File: config.mk
export PLATFORM = sky130hd
export DESIGN_NAME = uart_rx_core
export DESIGN_NICKNAME = d
export VERILOG_FILES = /design/src/rtl/uart_rx_core.sv
export SDC_FILE = /design/constraint.sdc
export NUM_CORES = 1
export LEC_CHECK = 0
export ABC_AREA = 1
export CORE_MARGIN = 5
export CORE_UTILIZATION = 45
export DETAILED_ROUTE_END_ITERATION = 7
export PLACE_DENSITY_LB_ADDON = 0.25
export SYNTH_ARGS = -nofsm -noshare
export SYNTH_HDL_FRONTEND = slang
export SYNTH_SLANG_ARGS = --single-unit
export TNS_END_PERCENT = 5
File: constraint.sdc
create_clock -name Sys_CLK -period 1.91 [get_ports Sys_CLK]
set_input_delay 0.2865 -clock Sys_CLK [delete_from_list [all_inputs] [get_ports Sys_CLK]]
set_output_delay 0.2865 -clock Sys_CLK [all_outputs]
set_load 0.01 [all_outputs]
File: src/rtl/uart_rx_core.sv
// UART receive engine: oversampled start detect, mid-bit sampling, LSB-first data, stop check.
// Optional even-parity bit between data and stop when UART_RX_PARITY_EN is defined.
module uart_rx_core #(
  parameter int CLK_FREQ  = 50_000_000,
  parameter int BAUD_RATE = 9600,
  parameter int DATA_BITS = 8
) (
  input  logic                 Sys_CLK,
  input  logic                 Sys_RST,
  input  logic                 Signal_Rx,
  output logic [DATA_BITS-1:0] Rx_Data,
  output logic                 Rx_Valid,
  output logic                 Rx_Frame_Err,
  output logic                 Rx_Busy
`ifdef UART_RX_PARITY_EN
  ,
  output logic                 Rx_Parity_Err
`endif
);

  localparam int BAUD_DIV = CLK_FREQ / BAUD_RATE;
  localparam int HALF_DIV = BAUD_DIV / 2;
  localparam int CNT_W    = (BAUD_DIV > 1) ? $clog2(BAUD_DIV) : 1;
  localparam int IDX_W    = $clog2(DATA_BITS);

  localparam logic [CNT_W-1:0] BAUD_LAST = CNT_W'(BAUD_DIV - 1);
  localparam logic [CNT_W-1:0] HALF_LAST = CNT_W'(HALF_DIV - 1);
  localparam logic [IDX_W-1:0] IDX_LAST  = IDX_W'(DATA_BITS - 1);

  typedef enum logic [2:0] {IDLE, START, DATA, PARITY, STOP} state_t;

  state_t               state_reg, state_next;
  logic [CNT_W-1:0]     cnt_reg, cnt_next;
  logic [IDX_W-1:0]     idx_reg, idx_next;
  logic [DATA_BITS-1:0] data_sr_reg, data_sr_next;
  logic [DATA_BITS-1:0] rx_data_reg, rx_data_next;
  logic                 valid_reg, valid_next;
  logic                 ferr_reg, ferr_next;
  logic                 sync1_reg, sync2_reg, hist_reg;
`ifdef UART_RX_PARITY_EN
  logic                 par_bad_reg, par_bad_next;
  logic                 perr_reg, perr_next;
`endif

  // Line idles high, so the synchronizer resets to 1 to avoid a false start edge.
  always_ff @(posedge Sys_CLK or negedge Sys_RST) begin
    if (!Sys_RST) begin
      sync1_reg <= 1'b1;
      sync2_reg <= 1'b1;
      hist_reg  <= 1'b1;
    end else begin
      sync1_reg <= Signal_Rx;
      sync2_reg <= sync1_reg;
      hist_reg  <= sync2_reg;
    end
  end

  always_ff @(posedge Sys_CLK or negedge Sys_RST) begin
    if (!Sys_RST) begin
      state_reg   <= IDLE;
      cnt_reg     <= '0;
      idx_reg     <= '0;
      data_sr_reg <= '0;
      rx_data_reg <= '0;
      valid_reg   <= 1'b0;
      ferr_reg    <= 1'b0;
`ifdef UART_RX_PARITY_EN
      par_bad_reg <= 1'b0;
      perr_reg    <= 1'b0;
`endif
    end else begin
      state_reg   <= state_next;
      cnt_reg     <= cnt_next;
      idx_reg     <= idx_next;
      data_sr_reg <= data_sr_next;
      rx_data_reg <= rx_data_next;
      valid_reg   <= valid_next;
      ferr_reg    <= ferr_next;
`ifdef UART_RX_PARITY_EN
      par_bad_reg <= par_bad_next;
      perr_reg    <= perr_next;
`endif
    end
  end

  always_comb begin
    state_next   = state_reg;
    cnt_next     = cnt_reg;
    idx_next     = idx_reg;
    data_sr_next = data_sr_reg;
    rx_data_next = rx_data_reg;
    valid_next   = 1'b0;
    ferr_next    = 1'b0;
`ifdef UART_RX_PARITY_EN
    par_bad_next = par_bad_reg;
    perr_next    = 1'b0;
`endif
    case (state_reg)
      IDLE: begin
        if (hist_reg && !sync2_reg) begin
          state_next = START;
          cnt_next   = '0;
        end
      end
      START: begin
        // Half-bit check rejects short low glitches on the idle line.
        if (cnt_reg == HALF_LAST) begin
          cnt_next = '0;
          if (!sync2_reg) begin
            state_next = DATA;
            idx_next   = '0;
          end else begin
            state_next = IDLE;
          end
        end else begin
          cnt_next = cnt_reg + CNT_W'(1);
        end
      end
      DATA: begin
        if (cnt_reg == BAUD_LAST) begin
          cnt_next              = '0;
          data_sr_next[idx_reg] = sync2_reg;
          idx_next              = idx_reg + IDX_W'(1);
          if (idx_reg == IDX_LAST) begin
`ifdef UART_RX_PARITY_EN
            state_next = PARITY;
`else
            state_next = STOP;
`endif
          end
        end else begin
          cnt_next = cnt_reg + CNT_W'(1);
        end
      end
`ifdef UART_RX_PARITY_EN
      PARITY: begin
        if (cnt_reg == BAUD_LAST) begin
          cnt_next     = '0;
          par_bad_next = (^data_sr_reg) ^ sync2_reg;
          state_next   = STOP;
        end else begin
          cnt_next = cnt_reg + CNT_W'(1);
        end
      end
`endif
      STOP: begin
        if (cnt_reg == BAUD_LAST) begin
          cnt_next   = '0;
          state_next = IDLE;
          if (sync2_reg) begin
            rx_data_next = data_sr_reg;
            valid_next   = 1'b1;
          end else begin
            ferr_next = 1'b1;
          end
`ifdef UART_RX_PARITY_EN
          perr_next = par_bad_reg;
`endif
        end else begin
          cnt_next = cnt_reg + CNT_W'(1);
        end
      end
      default: state_next = IDLE;
    endcase
  end

  assign Rx_Data      = rx_data_reg;
  assign Rx_Valid     = valid_reg;
  assign Rx_Frame_Err = ferr_reg;
  assign Rx_Busy      = (state_reg != IDLE);
`ifdef UART_RX_PARITY_EN
  assign Rx_Parity_Err = perr_reg;
`endif

endmodule

==> metrics.yaml, run 1 <==
critical_path:
  path_max_fanout: 7
  reg2reg_depth: 8
  cp_cell_sequence: "ha_1 > nand2_1 > nor2_1 > nand2_1 > nor2_1 > xor2_1 > nand2_1 > nand2_1"
  crit_top_cell: "nand2_1"
  worst-path-buf-inv: 0
  crit_type: "flop to flop"
  worst-endpoint-required_ns: 2.14
  crit_cells: 8
  r2r-start: "cnt_reg[0]$_DFFE_PN0P_"
  max_stage_delay_ns: 0.46
  worstSetupStartpointType: "flop"
  crit_family: "simple AND/OR/NAND/NOR gates"
  crit_start: "cnt_reg[0]$_DFFE_PN0P_"
  slowest_stage: "dfrtp_1"
  crit_path_end_kind: "flop"
  crit_arrival_ns: 1.97
cts:
  cts_buffer_depth: 2
  clk_pin_slew_ns: 0.08
  cts.htree.levels: 2
  cts_made_buffers: 5
  clockRootBuffer: "clkbuf_8"
  clk_latency_ns: 0.29
  clock_sinks: 40
  postCtsHoldBufs: 0
  cts_tree: "done"
placement:
  finalWeightedCongestion: 0.855
  postPlaceCellArea_mm2: 0.00253
  place_ws_ns: 0.189
  dp_hpwl_um: 3430
  port_buffers: 13
global_route:
  grtUsageTotal: 0.158
  grt_pass1_vias: 1796
  grt.overflow.total: 0
  grt_max_degree: 41
  antenna_found_initial: 0
  grt_pass1_wl_um: 8190
sta:
  worstMarginPinSlew_ns: 0.608
  finalHoldViolCount: 0
  fmax_mhz: 575
  setup_ws_ns: 0.171
  skew_ns: 0.00351
  setup_tns_ns: 0
  min_period_ns: 1.74
  slew_headroom: 0.595
  rsz0062_at_grt: "no"
  post-route-period-util: 0.910
  drv_slew: 0
  setup_viol: 0
  hold_slack_ns: 0.0310
power:
  p_leak_nw: 1.38
  p_per_area_mw_per_mm2: 941
  ir_drop_v: 0.000731
logic_synthesis:
  synth_ff_type: "dfrtp_1"
  ys_ff_latch: 40
  async_flop_share: 1.00
  yosys.area.top_type: "dfrtp_1"
  synth_edf_count: 0
  synth_nets: 332
  yosys-top-cells-area: "dfrtp_1 40%, nand2_1 21%, nand3_1 7.9%"
  synth_top_area_frac: 0.397
  seq_area_frac_synth: 0.430
  ys_types: 29
  yosys_warnings: 0
  synth_area_mm2: 0.00233
  syn_area_per_cell_um2: 7.18
  netlist_instances: 325
finish:
  largest_reg_flops: 13
  nNetsFinal: 352
  layout_common_cells: "131 x nand2_1, 37 x dfrtp_1, 37 x nand3_1"
  design_area_mm2: 0.00265
  synthToLayoutAreaGrowth_pct: 13.6
  multi_input_area_mm2: 0.00115
  drive_gt1_frac: 0.139
  mostFrequentLayoutCell: "nand2_1"
  fillers: 529
  num_antenna_cells: 0
  seq_area_mm2: 0.00100
die:
  fp.dieW_um: 82.0
  die_area_mm2: 0.00673
  start_util: 0.460
  die_height_um: 82.0
  core_area_mm2: 0.00507
  rows: 26
  pin_count: 14
detailed_routing:
  antenna_left: 0
  drc: 0
  drtPass1Iterations: 4
  viasPerCell: 4.75
  drt_iter0_drc: 74
  wire_per_inst_um: 11.5
  drt_wl_total_um: 4790
  vias: 1974
min_path:
  hold_class: "primary input to async pin"
outcome:
  status: "finished clean"
job:
  max_cap_viol_count: 0
[through the flow]
stage / total power, mW / std cells / utilization
global route: 2.69 / 416 / 0.523
floorplan: 1.66 / 325 / -
finish: 2.50 / 416 / 0.523
CTS: 2.49 / 414 / 0.519
detailed placement: 1.86 / 405 / 0.498
global placement: 1.86 / 405 / 0.498
[synthesized netlist by cell type (2+ instances only)]
library cell,number
nand2_1,131
dfrtp_1,37
nand3_1,37
nor2_1,34
inv_1,25
inv_2,9
nand2_2,6
xor2_1,5
buf_2,4
ha_1,4
nand4_1,4
dfstp_2,3
nor3_4,3
o211ai_1,3
o21ai_0,3
a21oi_1,2
buf_6,2
o21ai_2,2
[repair_timing]
item                                   CTS  global route
endpoints found under the hold margin    0             0
setup endpoints to repair                1             1
resized for setup                        2             1
setup buffers                            1             2
pin swaps                                0             1
[cell families after synthesis]
logic type      Yosys count  synth area share
simple gates            221             0.416
compound gates           12            0.0338
fa+ha+maj                 4            0.0214
xor+xnor                  5            0.0188
buf+inv                  43            0.0798
flops                    40             0.430
[area by class of cell]
cell class                      count  share of cell area
Clock buffer                        6              0.0311
Multi-Input combinational cell    242               0.432
Tap cell                           70              0.0330
Sequential cell                    40               0.379
Clock inverter                      2             0.00566
Inverter                           36              0.0514
Timing Repair Buffer               20              0.0679
[worst register-to-register path, delay by kind of cell (launching register included)]
family                   cells  cell delay [ns]
XOR/XNOR                     1             0.17
adder cells (fa/ha/maj)      1             0.30
AND/OR/NAND/NOR              6             0.76
flip-flops                   1             0.46
[per-layer routing]
layer  up-vias  track usage  wire, um
li1       1059            -         -
met1       869        0.213      2300
met2        38        0.255      2220
met3         8       0.0329       208
met4         0       0.0482        55
met5         -            0         0
[path summary, 6_finish.rpt]
kind / end / slack (ns)
setup / recovery: cnt_reg[12]$_DFFE_PN0P_ / 0.17
hold / removal: cnt_reg[9]$_DFFE_PN0P_ / 0.03
setup reg to reg: cnt_reg[12]$_DFFE_PN0P_ / 0.17
hold reg to reg: sync2_reg$_DFF_PN1_ / 0.36
max in group asynchronous: sync1_reg$_DFF_PN1_ / 1.50
min in group Sys_CLK: sync2_reg$_DFF_PN1_ / 0.36
[power by group]
group	internal (mW)	total, mW	switching [mW]
logic	0.302	0.857	0.555
registers	0.926	1.05	0.124
clock network	0.292	0.588	0.296
No activity file was read; power rests on OpenSTA's default activity.
==> run 2: changes to the inputs <==
- SLEW_MARGIN: not set -> 20
==> results of run 2 <==
Final layout, timing and power as in run 1 (identical DEF).
